===== src/rtl/rom_seq_player_if.sv =====
// Bus between the game control unit and the pattern ROM / sequence player.
// Latency: n/a (wires only); the player registers every output.
// Backpressure: none; requests are single-cycle pulses, next paces playback.
// Ports: master = control unit (drives rd_en/address/start/next/limit),
//        slave  = player (drives data_out/data_valid/seq_addr/busy/done,
//        plus parity when ROM_SEQ_PARITY_EN is defined).
interface rom_seq_player_if #(
  parameter int DATA_W = 4,
  parameter int ADDR_W = 4
) ();
  logic              rd_en;
  logic [ADDR_W-1:0] address;
  logic              start;
  logic              next;
  logic [ADDR_W-1:0] limit;
  logic [DATA_W-1:0] data_out;
  logic              data_valid;
  logic [ADDR_W-1:0] seq_addr;
  logic              busy;
  logic              done;
`ifdef ROM_SEQ_PARITY_EN
  logic              parity;
`endif

  modport master (
    output rd_en, address, start, next, limit,
`ifdef ROM_SEQ_PARITY_EN
    input  parity,
`endif
    input  data_out, data_valid, seq_addr, busy, done
  );

  modport slave (
    input  rd_en, address, start, next, limit,
`ifdef ROM_SEQ_PARITY_EN
    output parity,
`endif
    output data_out, data_valid, seq_addr, busy, done
  );
endinterface


===== src/rtl/rom_seq_player.sv =====
// One-hot pattern ROM (ROM[a] = 1 << (a mod DATA_W)) with random reads and sequenced playback.
// Latency: 1 cycle from request (rd_en/start/next) to data_out/data_valid.
// Backpressure: none; the control unit paces playback with next, one element per cycle max.
// Ports: clock, reset (synchronous, active-low), bus (rom_seq_player_if.slave).
// Optional: define ROM_SEQ_PARITY_EN to add bus.parity = registered XOR of data_out.
module rom_seq_player #(
  parameter int DATA_W = 4,
  parameter int ADDR_W = 4
) (
  input  logic             clock,
  input  logic             reset,
  rom_seq_player_if.slave  bus
);

  typedef enum logic {IDLE = 1'b0, PLAY = 1'b1} state_t;

  state_t            state, state_nxt;
  logic [DATA_W-1:0] data_q, data_d;
  logic              vld_q, vld_d;
  logic [ADDR_W-1:0] addr_q, addr_d;
  logic [ADDR_W-1:0] lim_q, lim_d;
  logic              done_q, done_d;

  // Table contents are a pure function of the address, so no storage array.
  function automatic logic [DATA_W-1:0] rom_word(input logic [ADDR_W-1:0] a);
    rom_word = DATA_W'(1) << (int'(a) % DATA_W);
  endfunction

  always_comb begin
    state_nxt = state;
    data_d    = data_q;
    vld_d     = 1'b0;
    addr_d    = addr_q;
    lim_d     = lim_q;
    done_d    = 1'b0;
    if (bus.start) begin
      // start wins in either state, including over a simultaneous next
      state_nxt = PLAY;
      lim_d     = bus.limit;
      addr_d    = '0;
      data_d    = rom_word('0);
      vld_d     = 1'b1;
    end else begin
      case (state)
        IDLE: begin
          if (bus.rd_en) begin
            data_d = rom_word(bus.address);
            vld_d  = 1'b1;
          end
        end
        PLAY: begin
          if (bus.next) begin
            if (addr_q < lim_q) begin
              addr_d = addr_q + ADDR_W'(1);
              data_d = rom_word(addr_q + ADDR_W'(1));
              vld_d  = 1'b1;
            end else begin
              // last element consumed: data and address hold
              done_d    = 1'b1;
              state_nxt = IDLE;
            end
          end
        end
      endcase
    end
  end

  always_ff @(posedge clock) begin
    if (!reset) begin
      state  <= IDLE;
      data_q <= '0;
      vld_q  <= 1'b0;
      addr_q <= '0;
      lim_q  <= '0;
      done_q <= 1'b0;
    end else begin
      state  <= state_nxt;
      data_q <= data_d;
      vld_q  <= vld_d;
      addr_q <= addr_d;
      lim_q  <= lim_d;
      done_q <= done_d;
    end
  end

`ifdef ROM_SEQ_PARITY_EN
  logic par_q;

  // Tracks data_d so it changes on exactly the same edge as data_out.
  always_ff @(posedge clock) begin
    if (!reset) par_q <= 1'b0;
    else        par_q <= ^data_d;
  end

  assign bus.parity = par_q;
`endif

  assign bus.data_out   = data_q;
  assign bus.data_valid = vld_q;
  assign bus.seq_addr   = addr_q;
  assign bus.busy       = (state == PLAY);
  assign bus.done       = done_q;

endmodule

===== src/flat_wrapper.sv =====
// flat-port wrapper written by rule: the top's interface ports become plain ports
module rom_seq_player_flat 
#(
  parameter int DATA_W = 4,
  parameter int ADDR_W = 4
)
  (clock, reset, bus_rd_en, bus_address, bus_start, bus_next, bus_limit, bus_data_out, bus_data_valid, bus_seq_addr, bus_busy, bus_done);
  rom_seq_player_if #(.DATA_W(DATA_W), .ADDR_W(ADDR_W)) bus_i ();
  input  logic clock;
  input  logic reset;
  input wire logic [$bits(bus_i.rd_en)-1:0] bus_rd_en;
  input wire logic [$bits(bus_i.address)-1:0] bus_address;
  input wire logic [$bits(bus_i.start)-1:0] bus_start;
  input wire logic [$bits(bus_i.next)-1:0] bus_next;
  input wire logic [$bits(bus_i.limit)-1:0] bus_limit;
  output wire logic [$bits(bus_i.data_out)-1:0] bus_data_out;
  output wire logic [$bits(bus_i.data_valid)-1:0] bus_data_valid;
  output wire logic [$bits(bus_i.seq_addr)-1:0] bus_seq_addr;
  output wire logic [$bits(bus_i.busy)-1:0] bus_busy;
  output wire logic [$bits(bus_i.done)-1:0] bus_done;
  assign bus_i.rd_en = bus_rd_en;
  assign bus_i.address = bus_address;
  assign bus_i.start = bus_start;
  assign bus_i.next = bus_next;
  assign bus_i.limit = bus_limit;
  assign bus_data_out = bus_i.data_out;
  assign bus_data_valid = bus_i.data_valid;
  assign bus_seq_addr = bus_i.seq_addr;
  assign bus_busy = bus_i.busy;
  assign bus_done = bus_i.done;
  rom_seq_player #(.DATA_W(DATA_W), .ADDR_W(ADDR_W)) u_core (.clock(clock), .reset(reset), .bus(bus_i));
endmodule

===== config.mk =====
export PLATFORM = sky130hd
export DESIGN_NAME = rom_seq_player_flat
export DESIGN_NICKNAME = d
export VERILOG_FILES = /design/src/rtl/rom_seq_player_if.sv /design/src/rtl/rom_seq_player.sv /design/src/flat_wrapper.sv
export SDC_FILE = /design/constraint.sdc
export NUM_CORES = 1
export LEC_CHECK = 0
export BUFFER_PORTS_ARGS = -buffer_cell sky130_fd_sc_hd__buf_4
export CORE_AREA = 2 2 42 44
export DETAILED_ROUTE_END_ITERATION = 10
export DIE_AREA = 0 0 44 46
export PLACE_DENSITY = 0.76
export SYNTH_ARGS = -nofsm -noshare
export SYNTH_HDL_FRONTEND = slang
export SYNTH_SLANG_ARGS = --single-unit

===== constraint.sdc =====
create_clock -name clock -period 2.5 [get_ports clock]
set_input_delay 0.25 -clock clock [delete_from_list [all_inputs] [get_ports clock]]
set_output_delay 0.25 -clock clock [all_outputs]
set_load 0.01 [all_outputs]

# Word level (Yosys, flattened, before mapping)
# Index checks and enable logic that the tools add are counted.
# op_classes
addsub,1
order_cmp,1
eq_ne,6
shifts,2
n_mux,14
bitwise_logic,3
n_reduce_logical,5
# op_table
operator,count
two-way mux 4 bit,3
two-way mux 1 bit,9
!= test 3 bit (second input constant),3
AND reduction 3 bit,3
case mux 4 bit (2 select lines),1
left shift 1 x 2 -> 4 bit (first input constant),2
!= test 2 bit (second input constant),3
adder 4 x 1 -> 4 bit (second input constant),1
< comparator 4 bit,1
OR reduction 4 bit,1
inverter 1 bit,3
case mux 1 bit (2 select lines),1
OR reduction 2 bit,1
# word_totals
regBits,15
in_bits,13

# Logic depth before layout (Yosys ltp)
# Gate-level depths: netlist of run 1.
# logic_depth
depth_word,6
mapped_depth,6
depth_no_buf,6

# Worst setup path before layout of run 1
# OpenSTA, ideal clock, no wires.
# synth_path
kind,reg2reg
from,"register u_core.addr_q[3], in the netlist u_core.bus.seq_addr[3]"
to,"register u_core.data_q[0], in the netlist u_core.bus.data_out[0]"
arrival_ps,1484
slack_ps,885
path_stages_with_launch,6
synth_period_minus_slack_ps,1615
cell_sequence,dfxtp_1 > ha_1 > o211ai_2 > o21a_1 > a2111oi_0 > nor3_1
# synth_via
elab_chain_len,3
# synth_lines
element,line,rtl
"start, declared",rom_seq_player.sv:20,"logic [ADDR_W-1:0] addr_q, addr_d;"
"start signal, assigned",rom_seq_player.sv:80,addr_q <= addr_d;
< comparator 4 bit,rom_seq_player.sv:53,if (addr_q < lim_q) begin
!= test 3 bit (no source line),--,
AND reduction 3 bit (no source line),--,
"end signal, assigned",rom_seq_player.sv:78,data_q <= data_d;
"end, declared",rom_seq_player.sv:18,"logic [DATA_W-1:0] data_q, data_d;"
# Every way passes these cells.
# A chain may end at the register's enable or synchronous reset.

# Worst setup path after layout of run 1
# layout_path
from,register u_core.lim_q[3]
to,"register u_core.data_q[0], in the netlist u_core.bus.data_out[0]"
# layout_via
elab_chain_len,3
# layout_lines
element,line,rtl
"start, declared",rom_seq_player.sv:21,"logic [ADDR_W-1:0] lim_q, lim_d;"
"start signal, assigned",rom_seq_player.sv:81,lim_q <= lim_d;
< comparator 4 bit,rom_seq_player.sv:53,
!= test 3 bit (no source line),--,
AND reduction 3 bit (no source line),--,
# Every way passes these cells.

==> results of run 1 <==
## per-layer routing
metal  wire (µm)  vias up
met1         694      311
li1            -      342
met5           0        -
met3          91        2
met2         771       18
met4          12        0
## cells in the mapped netlist (all sizes together)
cell type / number / area [µm²]
o41ai: 1 / 8.76
a31oi: 2 / 12.5
or3: 2 / 13.8
buf: 1 / 5.00
a21oi: 5 / 32.5
or4: 1 / 7.51
o211ai: 2 / 20.0
dfxtp: 15 / 300
nand3: 3 / 15.0
ha: 4 / 50.1
a41o: 1 / 10.0
nor2b: 6 / 37.5
o21ai: 4 / 23.8
a21boi: 1 / 7.51
inv: 5 / 18.8
nor2: 3 / 11.3
mux2: 1 / 11.3
nor3: 3 / 15.0
and2: 1 / 6.26
nor3b: 1 / 12.5
a2111oi: 1 / 8.76
mux2i: 7 / 70.1
nand2: 6 / 22.5
and2b: 1 / 8.76
o31ai: 1 / 7.51
nor4: 1 / 6.26
o21a: 1 / 7.51
## registers in the layout, indices dropped and copies added, names as in the netlist
register,count
u_core.bus.busy,1
u_core.bus.done,1
u_core.bus.data_out,4
u_core.lim_q,4
u_core.bus.data_valid,1
u_core.bus.seq_addr,4
## metrics by stage
stage                     power, mW  cell area [µm²]
after floorplan               0.314              751
after global placement        0.345              925
after detailed placement      0.348              925
after CTS                     0.492              952
after global routing          0.511              952
final                         0.484              952
## logic make-up (layout without fill, tap and decap cells)
kind of cell | Yosys count | in the layout | synth area share
AO/OA/AOI/OAI | 19 | 19 | 0.185
AND/OR/NAND/NOR | 28 | 28 | 0.208
adder cells (fa/ha/maj) | 4 | 4 | 0.0667
flip-flops | 15 | 15 | 0.400
multiplexers | 8 | 8 | 0.108
buffers and inverters | 6 | 30 | 0.0317
## layout by cell type (no fill, tap or decap), types with 2 or more instances in the layout
cell,Yosys,final
mux2i_1,7,7
clkbuf_4,0,3
nor2b_1,6,6
ha_1,4,4
buf_4,0,21
a21oi_1,3,3
dfxtp_1,15,15
nand3_1,3,3
nand2_1,6,6
o21ai_0,3,3
nor2_1,3,3
inv_1,5,5
nor3_1,3,3
a21oi_2,2,2
a31oi_1,2,2
## final timing paths
kind	startpoint	end	depth (start not counted)
worst max-delay path	u_core.lim_q[3]	u_core.bus.data_out[0]	6
worst min-delay path	bus_next	u_core.bus.busy	2
worst max register to register	u_core.lim_q[3]	u_core.bus.data_out[0]	6
worst min register to register	u_core.bus.data_out[3]	u_core.bus.data_out[3]	2
## cell type report
cell class	instances	area, µm²	area share
multi-input combinational	59	427	0.448
sequential	15	300	0.315
timing repair buffer	21	158	0.166
clock buffer	3	22.5	0.0237
tap	17	21.3	0.0223
inverter	5	18.8	0.0197
clock inverter	1	5.00	0.00526
## power breakdown
group	total, mW	internal (mW)	switching [mW]
sequential	0.256	0.249	0.00734
combinational	0.0861	0.0413	0.0448
clock	0.141	0.0595	0.0820
total	0.484	0.350	0.134
## critical path: stages (launching register included)
cell and delay (ns):
dfxtp_1 0.35, inv_1 0.05, ha_1 0.31, o211ai_2 0.12, o21a_1 0.28, a2111oi_0 0.43
nor3_1 0.09
==> impl_metrics.tcl, run 1 <==
set metrics [dict create \
    status "finished clean" \
    wl_per_cell_um 13.0 \
    syn_area_um2 751 \
    cts.repair.resized 0 \
    timing.final.crit_share 0.695 \
    rows 15 \
    critical_path_class "reg2reg" \
    setup-violations-final 0 \
    reg2reg_slack_ns 0.76 \
    clock.fmax_mhz 576 \
    arrival_ns 1.91 \
    drt-initial-drc-count 7 \
    cts_tree "done" \
    power_density_mw_per_mm2 508 \
    fin_util 0.590 \
    cts.sinks 15 \
    fin_crit_ns 1.74 \
    cts_root_buf "clkbuf_4" \
    grt_max_degree 11 \
    core_area_mm2 0.00161 \
    place_congestion 0.783 \
    die_w_um 44 \
    slew_viol_final 0 \
    ant_nets 0 \
    syn_inst 80 \
    use_met3 0.0357 \
    htree_levels 1 \
    route.detailed.drc 0 \
    pre_cts_slack_ns 0.779 \
    grt_overflow 0 \
    synth_seq_area_share 0.400 \
    vias_per_cell 5.56 \
    wl_mm 1.57 \
    max-cap-violations 0 \
    hold_class "in2reg" \
    die_h_um 46 \
    hold_buffers 0 \
    ys_types 31 \
    clk_path_buf_depth 2 \
    nFillCells 157 \
    io_buffers 21 \
    grt.total_usage 0.173 \
    worstMarginPinSlew_ns 0.407 \
    finalNetCount 122 \
    yosys_warnings 0 \
    synth-seq-cells 15 \
    power.leakage_nw 0.430 \
    grt_pass1_wl_mm 2.48 \
    fin_worst_skew_ns 0.00998 \
    worstSkewPairLatency_ns 0.29 \
    cts_inserted_buffers 3 \
    gr-usage-met2 0.279 \
    peakVddDrop_v 0.000247 \
    cp.required_ns 2.68 \
    whs_ns 0.160 \
    synth.avg_cell_area_um2 9.38 \
    setup_tns_ns 0 \
    diodes 0 \
    area_delta_synth_final_pct 26.8 \
    drt_first_pass_iters 4 \
    grt_pass1_vias 589 \
    cp-end-kind "flip-flop" \
    startpoint_type "flip-flop" \
    stdcell_count 121 \
    dieArea_mm2 0.00202 \
    dp_cells 117 \
    final.setup.worst_slack_ns 0.763 \
    pin_count 24 \
    initial_utilization 0.465 \
    postCtsSetupRepairBufs 0 \
    drive_gt1_frac 0.317 \
    dp_hpwl_mm 1.19 \
    vias 673 \
    syn-num-nets 97 \
    cp_max_fo 6 \
    clk_pin_slew_worst_paths_ns 0.10 \
    hold_viol_final 0 \
    slew_headroom 0.728 \
    rsz0062_at_grt "false" \
    grt_util_met1 0.209 \
    grt-busiest-layer "met2" \
    antenna_found_initial 0 \
]
Note: power is estimated with default switching activity, not from simulation.
==> run 2, diff against run 1 <==
CORE_AREA = 2 2 43 45   (was 2 2 42 44)
DIE_AREA = 0 0 45 47   (was 0 0 44 46)
PLACE_DENSITY = 0.73   (was 0.76)
clock period = 1.7 ns   (was 2.5 ns; I/O delays follow)
==> impl_metrics.tcl, run 2 (same netlist as run 1, synthesis figures left out) <==
set metrics [dict create \
    dieArea_mm2 0.00212 \
    cpMaxStageDelayCell "or4_4" \
    power_frac_comb 0.216 \
    finalNetCount 128 \
    ant_nets 0 \
    layout_commonest_cell "buf_4" \
    stdcell_count 127 \
    slew_viol_final 0 \
    rsz0062_at_grt "true" \
    rows 15 \
    hold_depth 2 \
    arrival_ns 1.85 \
    swShare 0.274 \
    drive_gt1_frac 0.445 \
    critical_path_class "reg2reg" \
    drt-initial-drc-count 9 \
    reg2regPathDepth 6 \
    clock.fmax_mhz 611 \
    wl_mm 1.74 \
    status "finished clean" \
    clk_pin_slew_worst_paths_ns 0.09 \
    grt_pass1_wl_mm 2.80 \
    vias_per_cell 5.56 \
    setup-violations-final 0 \
    dp_cells 122 \
    worstSkewPairLatency_ns 0.28 \
    seqPwrFrac 0.511 \
    cp_max_fo 7 \
    p_switching_uw 203 \
    pin_count 24 \
    die_h_um 47 \
    max-cap-violations 0 \
    route.detailed.drc 0 \
    initial_utilization 0.455 \
    drt_first_pass_iters 4 \
    grt.total_usage 0.183 \
    hold_class "in2reg" \
    place_area_um2 962 \
    reg2reg_slack_ns 0.06 \
    cp_cell_sequence "inv_2 > ha_4 > o211ai_4 > o21ai_4 > or4_4 > a21oi_2" \
    min_to "u_core.bus.busy" \
    cp-end-kind "flip-flop" \
    place_congestion 0.761 \
    area_delta_synth_final_pct 44.2 \
    cts_root_buf "clkbuf_4" \
    power_density_mw_per_mm2 684 \
    cts.sinks 15 \
    fin_crit_ns 1.64 \
    vias 706 \
    grt_pass1_vias 659 \
    timing.final.crit_share 0.963 \
    clk_path_buf_depth 2 \
    startpoint_type "flip-flop" \
    cts_inserted_buffers 3 \
    worstMarginPinSlew_ns 0.450 \
    dp_hpwl_mm 1.26 \
    setup_tns_ns 0 \
    cp.required_ns 1.92 \
    diodes 0 \
    mostFrequentLayoutCells "buf_4, dfxtp_1, mux2i_1" \
    critPathMaxStageDelay_ns 0.54 \
    whs_ns 0.0970 \
    core_area_mm2 0.00165 \
    htree_levels 1 \
    stdcell_area_mm2 0.00108 \
    antenna_found_initial 0 \
    wl_per_cell_um 13.7 \
    peakVddDrop_v 0.000483 \
    hold_buffers 0 \
    power.leakage_nw 0.466 \
    internal_power_uw 538 \
    r2r_start "u_core.lim_q[1]" \
    slew_headroom 0.699 \
    reg2reg_to "u_core.bus.seq_addr[3]" \
    hp-start "bus_next" \
    grt_overflow 0 \
    io_buffers 21 \
    die_w_um 45 \
    hold_viol_final 0 \
    p_clk_frac 0.273 \
    fin_worst_skew_ns 0.00341 \
    cts_tree "done" \
    grt_max_degree 11 \
]
run 2: changes by cell type in the layout (fill, tap and decap cells not counted), sizes merged:
| cell | previous run | this run |
|---|---|---|
| clkbuf | 3 | 4 |
| buf | 21 | 27 |
| clkinv | 1 | 0 |
run 2: routing by layer:
layer,part of all wire,vias up,global-route usage
met5,0,-,0
met4,0.012,0,0.100
met3,0.062,4,0.0385
met2,0.46,29,0.291
met1,0.46,319,0.234
li1,-,354,-
run 2: per-stage QoR:
step                power, mW  utilization  setup slack (ns)
global route            0.776        0.655            0.0103
detailed placement      0.517        0.583            0.0423
floorplan               0.462            -            0.0850
CTS                     0.716        0.598            0.0157
finish                  0.740        0.655            0.0637
global placement        0.513        0.583            0.0706
run 2: how the worst max path moves through the flow:
stage	startpoint	end	slack (ns)	depth (start not counted)
after floorplan	u_core.bus.seq_addr[3]	u_core.bus.data_out[0]	0.09	5
after global placement	u_core.lim_q[3]	u_core.bus.seq_addr[3]	0.07	6
after detailed placement	u_core.lim_q[1]	u_core.bus.seq_addr[3]	0.04	6
after CTS	u_core.lim_q[1]	u_core.bus.seq_addr[3]	0.02	6
after global routing	u_core.lim_q[1]	u_core.bus.seq_addr[3]	0.01	6
final	u_core.lim_q[1]	u_core.bus.seq_addr[3]	0.06	6
run 2: critical path, delay by kind of cell (launching register included):
| kind | cells | cell delay, ns |
|---|---|---|
| adder cells (fa/ha/maj) | 1 | 0.21 |
| AND/OR/NAND/NOR | 1 | 0.54 |
| flip-flops | 1 | 0.34 |
| AO/OA/AOI/OAI | 3 | 0.44 |
| buffers and inverters | 1 | 0.04 |
run 2: layout make-up:
| type | instances | area [µm²] |
|---|---|---|
| Sequential cell | 15 | 304 |
| Timing Repair Buffer | 27 | 203 |
| Tap cell | 17 | 21.3 |
| Inverter | 5 | 18.8 |
| Multi-Input combinational cell | 59 | 509 |
| Fill cell | 142 | 569 |
| Clock buffer | 4 | 26.3 |
run 2: repair_timing:
item | in CTS | in global routing
setup endpoints to repair | 0 | 7
gates resized for setup | 0 | 17
buffers inserted | 0 | 1
run 2: power by group through the flow:
stage               Sequential (mW)  Combinational, mW  Clock [mW]
floorplan                     0.387             0.0749           0
global placement              0.384              0.129           0
detailed placement            0.385              0.132           0
CTS                           0.376              0.133       0.207
global route                  0.380              0.174       0.222
finish                        0.378              0.160       0.202
